File: config.mk
export PLATFORM = sky130hd
export DESIGN_NAME = spi_xfer_ctrl_flat
export DESIGN_NICKNAME = d
export VERILOG_FILES = /design/src/rtl/spi_pkg.sv /design/src/rtl/spi_xfer_ctrl_if.sv /design/src/rtl/spi_baud_gen.sv /design/src/rtl/spi_xfer_ctrl.sv /design/src/flat_wrapper.sv
export SDC_FILE = /design/constraint.sdc
export NUM_CORES = 1
export LEC_CHECK = 0
export BUFFER_PORTS_ARGS = -buffer_cell sky130_fd_sc_hd__buf_2
export CORE_ASPECT_RATIO = 1.2
export CORE_MARGIN = 2
export CORE_UTILIZATION = 50
export DETAILED_ROUTE_END_ITERATION = 8
export GPL_TIMING_DRIVEN = 0
export PLACE_DENSITY = 0.68
export SYNTH_ARGS = -nofsm -noshare
export SYNTH_HDL_FRONTEND = slang
export SYNTH_SLANG_ARGS = --single-unit
export TNS_END_PERCENT = 30
File: constraint.sdc
create_clock -name PCLK -period 3.66 [get_ports PCLK]
set_clock_uncertainty 0.05 [all_clocks]
set_input_delay 0.732 -clock PCLK [delete_from_list [all_inputs] [get_ports PCLK]]
set_output_delay 0.732 -clock PCLK [all_outputs]
set_load 0.1 [all_outputs]
File: src/rtl/spi_pkg.sv
// spi_pkg: shared types, widths and baud helper for the SPI transfer sequencer.
// Holds the sequencer state enum, the latched configuration payload and the
// half-period computation shared by the baud generator.
package spi_pkg;

    localparam int unsigned EDGES_PER_XFER = 16;
    localparam int unsigned HALF_W         = 11;
    localparam int unsigned EDGE_W         = 5;
    localparam int unsigned BAUD_W         = 3;

    typedef enum logic [1:0] {
        IDLE,
        LOAD,
        SHIFT,
        DONE
    } spi_state_e;

    // Mode and baud settings captured when a transfer is accepted
    typedef struct packed {
        logic              cpol;
        logic              cpha;
        logic [BAUD_W-1:0] sppr;
        logic [BAUD_W-1:0] spr;
    } spi_cfg_t;

    // SCLK half period in PCLK cycles: (sppr+1) << spr, range 1..1024
    function automatic logic [HALF_W-1:0] half_period(input logic [BAUD_W-1:0] sppr,
                                                      input logic [BAUD_W-1:0] spr);
        return (HALF_W'(sppr) + HALF_W'(1)) << spr;
    endfunction

endpackage

File: src/rtl/spi_xfer_ctrl_if.sv
// spi_xfer_ctrl_if: control/config and sequencing signals between the APB
// register block (master) and the transfer sequencer (slave).
//   spe_i, start_i, cpol_i, cpha_i, sppr_i, spr_i : configuration and request
//   sclk_o, ss_o                                  : serial clock, slave select
//   send_data_o, recieve_data_o                   : shifter load / RX byte valid
//   mosi_send_sclk*_o, miso_recieve_sclk*_o       : per-edge shift strobes
//   busy_o, done_o                                : status
interface spi_xfer_ctrl_if;
    import spi_pkg::*;

    logic              spe_i;
    logic              start_i;
    logic              cpol_i;
    logic              cpha_i;
    logic [BAUD_W-1:0] sppr_i;
    logic [BAUD_W-1:0] spr_i;

    logic              sclk_o;
    logic              ss_o;
    logic              send_data_o;
    logic              recieve_data_o;
    logic              mosi_send_sclk_o;
    logic              mosi_send_sclk0_o;
    logic              miso_recieve_sclk_o;
    logic              miso_recieve_sclk0_o;
    logic              busy_o;
    logic              done_o;

    modport master (
        output spe_i, start_i, cpol_i, cpha_i, sppr_i, spr_i,
        input  sclk_o, ss_o, send_data_o, recieve_data_o,
               mosi_send_sclk_o, mosi_send_sclk0_o,
               miso_recieve_sclk_o, miso_recieve_sclk0_o,
               busy_o, done_o
    );

    modport slave (
        input  spe_i, start_i, cpol_i, cpha_i, sppr_i, spr_i,
        output sclk_o, ss_o, send_data_o, recieve_data_o,
               mosi_send_sclk_o, mosi_send_sclk0_o,
               miso_recieve_sclk_o, miso_recieve_sclk0_o,
               busy_o, done_o
    );

endinterface

File: src/rtl/spi_baud_gen.sv
// spi_baud_gen: SCLK half-period counter.
//   PCLK, PRESET : clock, synchronous active-high reset
//   run          : count enable; counter held at zero while low
//   sppr, spr    : latched baud preselect / select
//   half_tick_c  : high in the last cycle of each half period (combinational)
module spi_baud_gen
    import spi_pkg::*;
(
    input  logic              PCLK,
    input  logic              PRESET,
    input  logic              run,
    input  logic [BAUD_W-1:0] sppr,
    input  logic [BAUD_W-1:0] spr,
    output logic              half_tick_c
);

    logic [HALF_W-1:0] half_cnt;
    logic [HALF_W-1:0] half_last;

    assign half_last   = half_period(sppr, spr) - HALF_W'(1);
    assign half_tick_c = run && (half_cnt == half_last);

    // Counts 0..H-1 and wraps; cleared whenever the sequencer is not shifting
    always_ff @(posedge PCLK) begin
        if (PRESET || !run || half_tick_c) begin
            half_cnt <= '0;
        end else begin
            half_cnt <= half_cnt + HALF_W'(1);
        end
    end

endmodule

File: src/rtl/spi_xfer_ctrl.sv
// spi_xfer_ctrl: 8-bit full-duplex SPI transfer sequencer.
//   PCLK, PRESET : clock, synchronous active-high reset
//   bus (slave)  : spe/start/mode/baud inputs; SCLK, SS, shifter load and
//                  capture, per-edge MOSI/MISO strobes, busy and done outputs
// One start request runs LOAD, a SHIFT phase of 16 SCLK edges plus lead-in and
// tail, and a one-cycle DONE. All outputs are registered.
module spi_xfer_ctrl
    import spi_pkg::*;
(
    input  logic           PCLK,
    input  logic           PRESET,
    spi_xfer_ctrl_if.slave bus
);

    localparam logic [EDGE_W-1:0] LAST_EDGE = EDGE_W'(EDGES_PER_XFER);
    localparam logic [EDGE_W-1:0] TAIL_END  = EDGE_W'(EDGES_PER_XFER + 1);

    spi_state_e        state;
    spi_cfg_t          cfg_q;
    logic [EDGE_W-1:0] edge_cnt;
    logic              edge_q;

    logic sclk_q, ss_q, send_q, rdv_q, busy_q, done_q;
    logic mosi_q, mosi0_q, miso_q, miso0_q;

    logic              run_c;
    logic              half_tick_c;
    logic [EDGE_W-1:0] next_edge_c;
    logic              lead_c;
    logic              send_hit_c;
    logic              recv_hit_c;
    logic              pair_sclk_c;

    assign run_c = (state == SHIFT) && bus.spe_i;

    spi_baud_gen u_baud (
        .PCLK        (PCLK),
        .PRESET      (PRESET),
        .run         (run_c),
        .sppr        (cfg_q.sppr),
        .spr         (cfg_q.spr),
        .half_tick_c (half_tick_c)
    );

    // Decode of the edge that the current half-period tick announces.
    // Odd edges are leading, even edges trailing; with CPHA=0 the first MOSI
    // shift happens at the lead-in, so edge 16 carries no send strobe.
    assign next_edge_c = edge_cnt + EDGE_W'(1);
    assign lead_c      = next_edge_c[0];
    assign send_hit_c  = (next_edge_c <= LAST_EDGE) &&
                         (cfg_q.cpha ? lead_c : (!lead_c && (next_edge_c != LAST_EDGE)));
    assign recv_hit_c  = (next_edge_c <= LAST_EDGE) && (cfg_q.cpha ? !lead_c : lead_c);
    assign pair_sclk_c = (cfg_q.cpol == cfg_q.cpha);

    // Sequencer FSM. A tick registers edge_q plus the strobes, so both are high
    // in the cycle whose closing PCLK edge flips SCLK.
    always_ff @(posedge PCLK) begin
        if (PRESET) begin
            state    <= IDLE;
            cfg_q    <= '0;
            edge_cnt <= '0;
            edge_q   <= 1'b0;
            sclk_q   <= 1'b0;
            ss_q     <= 1'b1;
            send_q   <= 1'b0;
            rdv_q    <= 1'b0;
            busy_q   <= 1'b0;
            done_q   <= 1'b0;
            mosi_q   <= 1'b0;
            mosi0_q  <= 1'b0;
            miso_q   <= 1'b0;
            miso0_q  <= 1'b0;
        end else begin
            send_q  <= 1'b0;
            rdv_q   <= 1'b0;
            done_q  <= 1'b0;
            edge_q  <= 1'b0;
            mosi_q  <= 1'b0;
            mosi0_q <= 1'b0;
            miso_q  <= 1'b0;
            miso0_q <= 1'b0;

            if ((state inside {LOAD, SHIFT}) && !bus.spe_i) begin
                // Abort: drop straight back to idle without completion pulses
                state    <= IDLE;
                edge_cnt <= '0;
                sclk_q   <= bus.cpol_i;
                ss_q     <= 1'b1;
                busy_q   <= 1'b0;
            end else begin
                case (state)
                    IDLE: begin
                        sclk_q   <= bus.cpol_i;
                        ss_q     <= 1'b1;
                        busy_q   <= 1'b0;
                        edge_cnt <= '0;
                        if (bus.start_i && bus.spe_i) begin
                            state  <= LOAD;
                            busy_q <= 1'b1;
                            send_q <= 1'b1;
                            cfg_q  <= '{cpol: bus.cpol_i, cpha: bus.cpha_i,
                                        sppr: bus.sppr_i, spr: bus.spr_i};
                        end
                    end
                    LOAD: begin
                        state   <= SHIFT;
                        ss_q    <= 1'b0;
                        // CPHA=0 presents the first MOSI bit at the lead-in
                        mosi_q  <= !cfg_q.cpha && pair_sclk_c;
                        mosi0_q <= !cfg_q.cpha && !pair_sclk_c;
                    end
                    SHIFT: begin
                        if (edge_q && (edge_cnt == TAIL_END)) begin
                            state  <= DONE;
                            ss_q   <= 1'b1;
                            sclk_q <= cfg_q.cpol;
                            rdv_q  <= 1'b1;
                            done_q <= 1'b1;
                        end else begin
                            if (edge_q) begin
                                sclk_q <= ~sclk_q;
                            end
                            if (half_tick_c) begin
                                edge_q   <= 1'b1;
                                edge_cnt <= next_edge_c;
                                mosi_q   <= send_hit_c && pair_sclk_c;
                                mosi0_q  <= send_hit_c && !pair_sclk_c;
                                miso_q   <= recv_hit_c && pair_sclk_c;
                                miso0_q  <= recv_hit_c && !pair_sclk_c;
                            end
                        end
                    end
                    DONE: begin
                        state    <= IDLE;
                        busy_q   <= 1'b0;
                        ss_q     <= 1'b1;
                        sclk_q   <= bus.cpol_i;
                        edge_cnt <= '0;
                    end
                    default: begin
                        state <= IDLE;
                    end
                endcase
            end
        end
    end

    assign bus.sclk_o               = sclk_q;
    assign bus.ss_o                 = ss_q;
    assign bus.send_data_o          = send_q;
    assign bus.recieve_data_o       = rdv_q;
    assign bus.busy_o               = busy_q;
    assign bus.done_o               = done_q;
    assign bus.mosi_send_sclk_o     = mosi_q;
    assign bus.mosi_send_sclk0_o    = mosi0_q;
    assign bus.miso_recieve_sclk_o  = miso_q;
    assign bus.miso_recieve_sclk0_o = miso0_q;

endmodule

File: src/flat_wrapper.sv
// flat-port wrapper written by rule: the top's interface ports become plain ports
module spi_xfer_ctrl_flat import spi_pkg::*;
  (PCLK, PRESET, bus_spe_i, bus_start_i, bus_cpol_i, bus_cpha_i, bus_sppr_i, bus_spr_i, bus_sclk_o, bus_ss_o, bus_send_data_o, bus_recieve_data_o, bus_mosi_send_sclk_o, bus_mosi_send_sclk0_o, bus_miso_recieve_sclk_o, bus_miso_recieve_sclk0_o, bus_busy_o, bus_done_o);
  spi_xfer_ctrl_if bus_i ();
  input  logic PCLK;
  input  logic PRESET;
  input wire logic [$bits(bus_i.spe_i)-1:0] bus_spe_i;
  input wire logic [$bits(bus_i.start_i)-1:0] bus_start_i;
  input wire logic [$bits(bus_i.cpol_i)-1:0] bus_cpol_i;
  input wire logic [$bits(bus_i.cpha_i)-1:0] bus_cpha_i;
  input wire logic [$bits(bus_i.sppr_i)-1:0] bus_sppr_i;
  input wire logic [$bits(bus_i.spr_i)-1:0] bus_spr_i;
  output wire logic [$bits(bus_i.sclk_o)-1:0] bus_sclk_o;
  output wire logic [$bits(bus_i.ss_o)-1:0] bus_ss_o;
  output wire logic [$bits(bus_i.send_data_o)-1:0] bus_send_data_o;
  output wire logic [$bits(bus_i.recieve_data_o)-1:0] bus_recieve_data_o;
  output wire logic [$bits(bus_i.mosi_send_sclk_o)-1:0] bus_mosi_send_sclk_o;
  output wire logic [$bits(bus_i.mosi_send_sclk0_o)-1:0] bus_mosi_send_sclk0_o;
  output wire logic [$bits(bus_i.miso_recieve_sclk_o)-1:0] bus_miso_recieve_sclk_o;
  output wire logic [$bits(bus_i.miso_recieve_sclk0_o)-1:0] bus_miso_recieve_sclk0_o;
  output wire logic [$bits(bus_i.busy_o)-1:0] bus_busy_o;
  output wire logic [$bits(bus_i.done_o)-1:0] bus_done_o;
  assign bus_i.spe_i = bus_spe_i;
  assign bus_i.start_i = bus_start_i;
  assign bus_i.cpol_i = bus_cpol_i;
  assign bus_i.cpha_i = bus_cpha_i;
  assign bus_i.sppr_i = bus_sppr_i;
  assign bus_i.spr_i = bus_spr_i;
  assign bus_sclk_o = bus_i.sclk_o;
  assign bus_ss_o = bus_i.ss_o;
  assign bus_send_data_o = bus_i.send_data_o;
  assign bus_recieve_data_o = bus_i.recieve_data_o;
  assign bus_mosi_send_sclk_o = bus_i.mosi_send_sclk_o;
  assign bus_mosi_send_sclk0_o = bus_i.mosi_send_sclk0_o;
  assign bus_miso_recieve_sclk_o = bus_i.miso_recieve_sclk_o;
  assign bus_miso_recieve_sclk0_o = bus_i.miso_recieve_sclk0_o;
  assign bus_busy_o = bus_i.busy_o;
  assign bus_done_o = bus_i.done_o;
  spi_xfer_ctrl u_core (.PCLK(PCLK), .PRESET(PRESET), .bus(bus_i));
endmodule
==> results of run 1 <==
==> registers in the layout, summed over array words and instances (netlist names) <==
| register | flops |
|---|---|
| u_core.bus.mosi_send_sclk_o | 1 |
| u_core.u_baud.half_cnt | 11 |
| u_core.edge_cnt | 5 |
| u_core.bus.mosi_send_sclk0_o | 1 |
| u_core.bus.busy_o | 1 |
| u_core.bus.send_data_o | 1 |
| u_core.bus.miso_recieve_sclk0_o | 1 |
| u_core.state | 2 |
| u_core.edge_q | 1 |
| u_core.bus.miso_recieve_sclk_o | 1 |
| u_core.bus.ss_o | 1 |
| u_core.bus.recieve_data_o | 1 |
| u_core.cfg_q | 8 |
| u_core.bus.sclk_o | 1 |
==> cells by family (layout without fill, tap and decap cells) <==
logic type / after synthesis / in the layout / synth area share
AO/OA/AOI/OAI: 86 / 86 / 0.222
AND/OR/NAND/NOR: 152 / 152 / 0.299
buffers and inverters: 37 / 64 / 0.0603
flip-flops: 36 / 36 / 0.256
adder cells (fa/ha/maj): 14 / 14 / 0.0621
multiplexers: 11 / 11 / 0.0395
XOR/XNOR: 19 / 19 / 0.0617
==> critical path: stages (launching register included) <==
cell	delay, ns
dfxtp_1	0.48
ha_1	0.34
nand2b_1	0.21
nand2_1	0.15
nand2_1	0.09
ha_1	0.27
xnor2_1	0.14
a2111oi_0	0.41
a311oi_1	0.11
a211oi_2	0.21
nand3_2	0.19
o31ai_4	0.50
nor2_1	0.11
==> final cells by class <==
type | instances | area (sq um) | area share
repair buffers | 20 | 100 | 0.0323
clock buffers | 7 | 96.3 | 0.0311
well taps | 62 | 77.6 | 0.0251
plain buffers | 19 | 103 | 0.0332
multi-input cells | 282 | 1930 | 0.624
flip-flops and latches | 36 | 721 | 0.233
inverters | 18 | 67.6 | 0.0218
==> final timing paths <==
check,slack (ns),to,depth (start not counted)
max,0.28,u_core.u_baud.half_cnt[9],12
min,0.45,u_core.bus.ss_o,2
max reg2reg,0.28,u_core.u_baud.half_cnt[9],12
min reg2reg,0.45,u_core.bus.ss_o,2
==> power groups by stage <==
stage / logic, mW / registers, mW / clock network (mW)
floorplan: 0.505 / 0.555 / 0
global placement: 0.727 / 0.474 / 0
detailed placement: 0.734 / 0.474 / 0
CTS: 0.739 / 0.465 / 0.309
global route: 0.834 / 0.471 / 0.330
finish: 0.745 / 0.466 / 0.301
==> cells in the mapped netlist (5+ instances only) <==
master and n:
nand2b_1 10, nand2_1 25, o311ai_1 5, dfxtp_1 36
clkbuf_1 11, ha_1 14, xnor2_1 13, mux2i_1 10
a31oi_1 9, o211ai_1 8, inv_1 16, a21oi_1 17
nor2_1 32, o21ai_0 11, nand3_1 20, nand4_1 9
nor3_1 7, or3_1 6, o31ai_1 5, and3_1 8
xor2_1 5
==> metrics by stage <==
stage / hold slack, ns / power [mW] / cell area [sq um]
2_1_floorplan: 0.420 / 1.06 / 2820
3_3_place_gp: 0.416 / 1.20 / 3000
3_5_place_dp: 0.430 / 1.21 / 3000
4_1_cts: 0.452 / 1.51 / 3090
5_1_grt: 0.488 / 1.63 / 3090
6_report: 0.452 / 1.51 / 3090
==> per-layer routing <==
| layer | wire length (um) | GRT usage | vias up | share of wire |
|---|---|---|---|---|
| met5 | 0 | 0 | - | 0 |
| met4 | 158 | 0.103 | 0 | 0.023 |
| met3 | 247 | 0.0291 | 12 | 0.036 |
| met2 | 3430 | 0.395 | 64 | 0.50 |
| met1 | 3030 | 0.291 | 1259 | 0.44 |
| li1 | - | - | 1369 | - |
==> layout by cell type, fill, tap and decap left out, types with 8 or more instances in the layout <==
cell / count
o21ai_0: 11
buf_2: 24
nand4_1: 9
a21oi_1: 17
inv_1: 16
o211ai_1: 8
nand2_1: 25
a31oi_1: 9
and3_1: 8
nor2_1: 32
clkbuf_1: 11
dfxtp_1: 36
nand3_1: 20
xnor2_1: 13
nand2b_1: 10
ha_1: 14
mux2i_1: 10
==> summary.txt, run 1 <==
Critical path
  • CP startpoint kind: flop
  • WS Path Type: reg2reg
  • Critical path fanouts, max: 10
  • R2r startpoint: u_core.cfg_q[3]
  • Worst EP arrival: roughly 3.5 ns
  • Crit. Startpoint: u_core.cfg_q[3]
  • Crit end category: flop
  • Req. time, crit path: 3.76 ns

GRT
  • First-pass GRT wire length: 11,800 um
  • Largest net degree at the start of global routing: 11
  • GR Util All Layers: 0.232
  • GRT overflow: 0
  • Initial antenna violation count: 0
  • Vias in the first global route: roughly 2,500

Clock network
  • CTS Hold Bufs: 0
  • CTS clk-pin slew, worst paths: 0.07 ns
  • Sink count of the clock tree: 36
  • Clock Latency Late Sink: 0.28 ns
  • CTS tree: built
  • Clock Tree Buf Depth: 2
  • # H-tree levels: 2
  • Postcts setup bufs: 0
  • Post-CTS Resized: 0
  • Num CTS Buffers: 5
  • Clock Root Buffer: clkbuf_8

Routing
  • Antenna-violating nets left: 0
  • Starting DRT DRC Count: approximately 160
  • Vias/cell: a little over 6
  • Residual DRC: 0
  • Pre-antenna DRT Iters: 4
  • Avg WL per Cell: roughly 15 um
  • Via count: ~2,700
  • Routed wire length: 6860 um

Timing
  • Tmin final: 3.38 ns
  • Worst-margin pin slew: between 0.9 and 1 ns
  • Final WS setup: around 0.28 ns
  • Fin Setup TNS: 0 ns
  • Hold Fails Final Rpt: 0
  • Final setup fails: 0
  • Fmax: just under 300 MHz
  • Final period util: 0.922
  • Slew Viols, Final: 0
  • Rel. slew slack: 0.355
  • RSZ-0062 raised after global routing: false

Cells and area
  • Share of cells above drive strength 1: 0.136
  • Utilization after layout: 0.576
  • Fillers: about 490
  • Number of diodes: 0
  • Fin cells: 444
  • Nets: between 400 and 500
  • Layout Area Growth over Synthesis: 9.72%

Floorplan
  • Die width: 72.6 um
  • DIE AREA: 6260 sq um
  • Core area: approximately 5400 sq um
  • Die Y: about 86 um
  • Initial core utilization: 0.525
  • I/O pin count: 22
  • Num rows: 29

Placement
  • Hpwl dp: between 5000 and 6000 um
  • Dpl ws: about 0.33 ns
  • PortBufs: 20
  • Placer Congestion: a little over 0.9
  • Placed Cells: about 440

Pwr
  • Sequential share of power: 0.308
  • IR drop worst, VDD: approximately 0.27 mV
  • Leak Pwr: roughly 1.2 nW
  • Clk network pwr share: 0.199
  • P per Cell Area: between 400 and 500 nW/um^2
  • Cell Int Power: about 840 uW
  • Logic pwr share: 0.493
  • Net switching power figure: 671 uW
  • Net Sw Frac: 0.444

Min path
  • Worst Min Path Start: u_core.bus.ss_o
  • Min-delay worst type: reg2reg

Logic synthesis
  • Sequential share of the synthesized area: 0.256
  • Seq cells post-synth: 36
  • Top_reg_cell synth: dfxtp_1
  • Ys async rst share: 0
  • Synth cell types: 65
  • Post-Syn Instances: roughly 360
  • EDFF count, synth: 0
  • Synth warn: 0
  • Synthesized Nets: about 380
  • Synth Cell Area: ~2800 sq um
  • Mean cell area of the mapped netlist: 7.94 sq um
  • Ranking of synthesized cells by area: dfxtp_1 (26%), ha_1 (6.2%), nor2_1 (4.3%)
  • Area leader, netlist: dfxtp_1
  • Synth top area share: 0.256

Job
  • Max-Cap Viols: 0

Status
  • Status: completed
(Power assumes the default switching activity.)
==> inputs of run 2 (changes only) <==
--- a/config.mk
+++ b/config.mk
@@ -6,7 +6,7 @@
 export NUM_CORES = 1
 export LEC_CHECK = 0
 export BUFFER_PORTS_ARGS = -buffer_cell sky130_fd_sc_hd__buf_2
-export CORE_ASPECT_RATIO = 1.2
+export CORE_ASPECT_RATIO = 1.75
 export CORE_MARGIN = 2
 export CORE_UTILIZATION = 50
 export DETAILED_ROUTE_END_ITERATION = 8
==> summary.txt, run 2 (synthesis results as in run 1) <==
Floorplan
  • Core area: about 5500 sq um
  • Die width: between 60 and 70 um
  • DIE AREA: roughly 6300 sq um
  • Initial core utilization: 0.513
  • Num rows: 36
  • Die Y: roughly 100 um
  • I/O pin count: 22

Pwr
  • Leak Pwr: 1.18 nW
  • IR drop worst, VDD: between 0.2 and 0.25 mV
  • P per Cell Area: 487 nW/um^2

Timing
  • Fmax: ~310 MHz
  • Fin Setup TNS: 0 ns
  • Final setup fails: 0
  • Final period util: 0.896
  • RSZ-0062 raised after global routing: false
  • Worst-margin pin slew: 0.974 ns
  • Tmin final: around 3.3 ns
  • Slew Viols, Final: 0
  • Hold Fails Final Rpt: 0
  • Rel. slew slack: 0.346

Cells and area
  • Max reg flops: 11
  • Number of diodes: 0
  • Biggest regs: u_core.u_baud.half_cnt (11), u_core.cfg_q (8), u_core.edge_cnt (5)
  • Share of cells above drive strength 1: 0.135
  • Most frequent cells in the layout: dfxtp_1 (36), nor2_1 (32), nand2_1 (25), buf_2 (24), nand3_1 (20)
  • Layout Area Growth over Synthesis: 10.8%
  • Most flop-heavy register: u_core.u_baud.half_cnt
  • Most common cell after layout, fill and taps aside: dfxtp_1
  • Utilization after layout: 0.569
  • Nets: between 400 and 500

GRT
  • Largest net degree at the start of global routing: 11
  • Vias in the first global route: between 2,000 and 3,000
  • GRT overflow: 0
  • First-pass GRT wire length: between 10,000 and 15,000 um
  • GR Util All Layers: 0.257
  • Initial antenna violation count: 0

Critical path
  • R2r startpoint: u_core.cfg_q[3]
  • CP startpoint kind: flop
  • Req. time, crit path: 3.78 ns
  • Worst flop-to-flop path endpoint: u_core.edge_cnt[2]
  • Crit end category: flop
  • Worst EP arrival: 3.39 ns
  • R2r setup slk: 0.38 ns
  • WS Path Type: reg2reg
  • Worst reg2reg path depth: 12
  • Critical path fanouts, max: 9

Routing
  • Avg WL per Cell: roughly 16 um
  • Vias/cell: between 6 and 7
  • Pre-antenna DRT Iters: 4
  • Residual DRC: 0
  • Via count: 2,779
  • Routed wire length: roughly 7300 um
  • Starting DRT DRC Count: ~120
  • Antenna-violating nets left: 0

Min path
  • Worst Min Path Start: u_core.bus.ss_o
  • Min-delay worst type: reg2reg
  • Hold Path End: u_core.bus.ss_o
  • Worst Hold Path Cells: 2

Clock network
  • Post-CTS Resized: 0
  • # H-tree levels: 2
  • Clock Root Buffer: clkbuf_8
  • Clock Latency Late Sink: between 0.2 and 0.3 ns
  • Sink count of the clock tree: 36
  • Num CTS Buffers: 5
  • CTS tree: built
  • Clock Tree Buf Depth: 2
  • CTS clk-pin slew, worst paths: about 0.070 ns

Placement
  • Hpwl dp: roughly 5900 um
  • PortBufs: 20
  • Placer Congestion: roughly 0.93

Status
  • Status: completed

Job
  • Max-Cap Viols: 0
[run 2: repair_timing]
| item | CTS | global route |
|---|---|---|
| hold buffers | 0 | 0 |
| setup buffers | 0 | 1 |
| endpoints found under the setup margin | 0 | 10 |
[run 2: power by group]
group          internal [mW]  switching [mW]
logic                  0.246           0.512
registers              0.429          0.0364
clock network          0.154           0.143
total                  0.829           0.692
[run 2: how the worst max path moves through the flow]
| stage | depth (start not counted) | to | slack (ns) | start |
|---|---|---|---|---|
| floorplan | 12 | u_core.u_baud.half_cnt[10] | 0.86 | u_core.cfg_q[3] |
| global placement | 12 | u_core.u_baud.half_cnt[10] | 0.31 | u_core.cfg_q[3] |
| detailed placement | 12 | u_core.u_baud.half_cnt[4] | 0.30 | u_core.cfg_q[3] |
| CTS | 12 | u_core.u_baud.half_cnt[5] | 0.25 | u_core.cfg_q[3] |
| global route | 12 | u_core.edge_cnt[0] | 0.04 | u_core.cfg_q[3] |
| finish | 12 | u_core.edge_cnt[2] | 0.38 | u_core.cfg_q[3] |
[run 2: per-stage QoR]
| stage | instance area [sq um] | std cells | hold WS [ns] | total power [mW] | worst slack, ns |
|---|---|---|---|---|---|
| 6_report | 3130 | 460 | 0.457 | 1.52 | 0.382 |
| 3_5_place_dp | 3020 | 451 | 0.450 | 1.22 | 0.305 |
| 4_1_cts | 3110 | 459 | 0.468 | 1.52 | 0.247 |
| 2_1_floorplan | 2820 | 355 | 0.420 | 1.06 | 0.856 |
| 5_1_grt | 3130 | 460 | 0.483 | 1.64 | 0.0350 |
| 3_3_place_gp | 3020 | 451 | 0.423 | 1.21 | 0.307 |
[run 2: layout make-up]
cell class	instances	area, sq um
Tap cell	76	95.1
Inverter	18	67.6
Multi-Input combinational cell	282	1930
Sequential cell	36	721
Clock buffer	8	90.1
Buffer	19	103
Fill cell	559	2370
Timing Repair Buffer	21	120
[run 2: critical path, cell delays in order (launching register included)]
cell and delay, ns:
dfxtp_1 0.49, ha_1 0.34, nand2b_1 0.20, nand2_1 0.14, nand2_1 0.09, ha_1 0.28, xnor2_1 0.14, a2111oi_0 0.41
a311oi_1 0.10, a211oi_2 0.23, nand3_2 0.19, o311ai_1 0.35, o211ai_1 0.12
[run 2: per-layer routing]
metal	routed length, um	vias to the layer above	track usage
met5	0	-	0
li1	-	1379	-
met1	2670	1305	0.236
met3	186	29	0.0361
met4	510	0	0.181
met2	3970	66	0.489
==> inputs of run 3 (changes only) <==
--- a/config.mk
+++ b/config.mk
@@ -11,7 +11,7 @@
 export CORE_UTILIZATION = 50
 export DETAILED_ROUTE_END_ITERATION = 8
 export GPL_TIMING_DRIVEN = 0
-export PLACE_DENSITY = 0.68
+export PLACE_DENSITY = 0.79
 export SYNTH_ARGS = -nofsm -noshare
 export SYNTH_HDL_FRONTEND = slang
 export SYNTH_SLANG_ARGS = --single-unit
==> summary.txt, run 3 (synthesis results as in run 1) <==
Critical path
  • WS Path Type: reg2reg
  • Worst reg2reg path depth: 14
  • Crit-path cells: ha_1, nand2b_1, nand2_1, nand2_1, ha_1, xnor2_1, nand2b_1, nor4_1, a311oi_1, a211oi_2, and3_1, buf_6, nand3_4, o311ai_1
  • Slowest stage cell on the critical path: dfxtp_2
  • CP startpoint kind: flop
  • Req. time, crit path: between 3 and 4 ns
  • Worst EP arrival: between 3 and 4 ns
  • Critical path fanouts, max: 9
  • Crit end category: flop
  • CP Buf/Inv Count: 1
  • CP top delay family: simple AND/OR/NAND/NOR gates
  • Total stage count of the critical path: 14
  • Crit-path max cell delay: ~0.37 ns

Min path
  • Worst Hold Path Cells: 2
  • Min-delay worst type: reg2reg

Cells and area
  • Fillers: between 500 and 600
  • Number of diodes: 0
  • Max reg flops: 11
  • Final instance area: 3200 sq um
  • Layout Area Growth over Synthesis: 13.4%
  • Most frequent cells in the layout: dfxtp_1 (35), nor2_1 (32), nand2_1 (25), buf_2 (24), nand3_1 (20)
  • Nets: 409
  • Most common cell after layout, fill and taps aside: dfxtp_1
  • Most flop-heavy register: u_core.u_baud.half_cnt
  • Share of cells above drive strength 1: 0.143
  • Register area: 722 sq um
  • Multi-input logic area: about 1900 sq um
  • Biggest regs: u_core.u_baud.half_cnt (11), u_core.cfg_q (8), u_core.edge_cnt (5)

Routing
  • Antenna-violating nets left: 0
  • Avg WL per Cell: between 15 and 20 um
  • Via count: approximately 2,800
  • Residual DRC: 0
  • Starting DRT DRC Count: 124
  • Vias/cell: 6.11
  • Pre-antenna DRT Iters: 5
  • Routed wire length: approximately 7600 um

Clock network
  • Clock Tree Buf Depth: 2
  • Clock Latency Late Sink: ~0.30 ns
  • Sink count of the clock tree: 36
  • Num CTS Buffers: 5
  • CTS tree: built
  • Clock Root Buffer: clkbuf_8
  • CTS clk-pin slew, worst paths: 0.08 ns
  • # H-tree levels: 2

GRT
  • GR Util All Layers: 0.264
  • Largest net degree at the start of global routing: 13
  • Vias in the first global route: roughly 2,700
  • First-pass GRT wire length: ~12,000 um
  • Initial antenna violation count: 0
  • GRT overflow: 0

Floorplan
  • Num rows: 36
  • DIE AREA: between 6000 and 7000 sq um
  • Die Y: 103 um
  • Initial core utilization: 0.513
  • Core area: between 5000 and 6000 sq um
  • I/O pin count: 22
  • Die width: about 60 um

Placement
  • Placer Congestion: approximately 0.93
  • PortBufs: 20
  • Instance area after placement: slightly above 3000 sq um
  • Hpwl dp: 5930 um

Timing
  • Worst-margin pin slew: 0.928 ns
  • Final setup fails: 0
  • Fin Setup TNS: 0 ns
  • Final period util: 0.919
  • Fmax: roughly 300 MHz
  • Slew Viols, Final: 0
  • RSZ-0062 raised after global routing: false
  • Hold Fails Final Rpt: 0
  • Tmin final: 3.36 ns
  • Rel. slew slack: 0.376

Pwr
  • Leak Pwr: 1.22 nW
  • P per Cell Area: between 500 and 600 nW/um^2
  • IR drop worst, VDD: around 0.25 mV

Job
  • Max-Cap Viols: 0

Status
  • Status: completed
==> run 3: cell types whose count changed in the layout (fill, tap and decap cells not counted), sizes merged <==
cell,previous run,this run
clkbuf,19,16
bufinv,0,3
==> run 3: path summary, 6_finish.rpt <==
kind,slack (ns),endpoint,start
worst max-delay path,0.30,u_core.edge_cnt[0],u_core.cfg_q[3]
worst min-delay path,0.44,u_core.bus.ss_o,u_core.bus.ss_o
worst max register to register,0.30,u_core.edge_cnt[0],u_core.cfg_q[3]
worst min register to register,0.44,u_core.bus.ss_o,u_core.bus.ss_o
==> run 3: cell type report <==
class                           instances  area share
Timing Repair Buffer                   21      0.0376
Clock inverter                          3      0.0282
Buffer                                 19      0.0321
Inverter                               18      0.0211
Multi-Input combinational cell        282       0.604
Tap cell                               76      0.0297
Sequential cell                        36       0.226
Clock buffer                            5      0.0215
==> run 3: routing by layer <==
metal  up-vias  GRT usage  routed length [um]
met5         -          0                   0
met3        36     0.0423                 266
met1      1310      0.254                2730
met4         0      0.181                 603
met2        94      0.490                4030
li1       1370          -                   -
==> run 3: stage by stage <==
step                      hold slack [ns]   util  setup WS (ns)  instances  power, mW
after floorplan                     0.420      -          0.856        355       1.06
final                               0.443  0.582          0.297        460       1.73
after CTS                           0.446  0.578          0.178        459       1.72
after global placement              0.424  0.549          0.301        451       1.20
after detailed placement            0.422  0.549          0.233        451       1.22
after global routing                0.499  0.582          0.104        460       1.83
==> run 3: power by group <==
part           leakage (nW)  internal (mW)  switching (mW)  total, mW
sequential            0.292          0.429          0.0373      0.466
clock                0.0784          0.341           0.154      0.495
combinational         0.846          0.247           0.525      0.773
total                  1.22           1.02           0.717       1.73
==> run 3: tightest hold or removal path, cell delays in order (launching register included) <==
cell	delay, ns
dfxtp_1	0.32
o21ai_0	0.08
nand2_1	0.06
==> run 3: timing repair <==
item                       CTS  global route
buffers inserted             0             1
resized for setup            0             2
setup endpoints to repair    0            13
hold buffers                 0             0
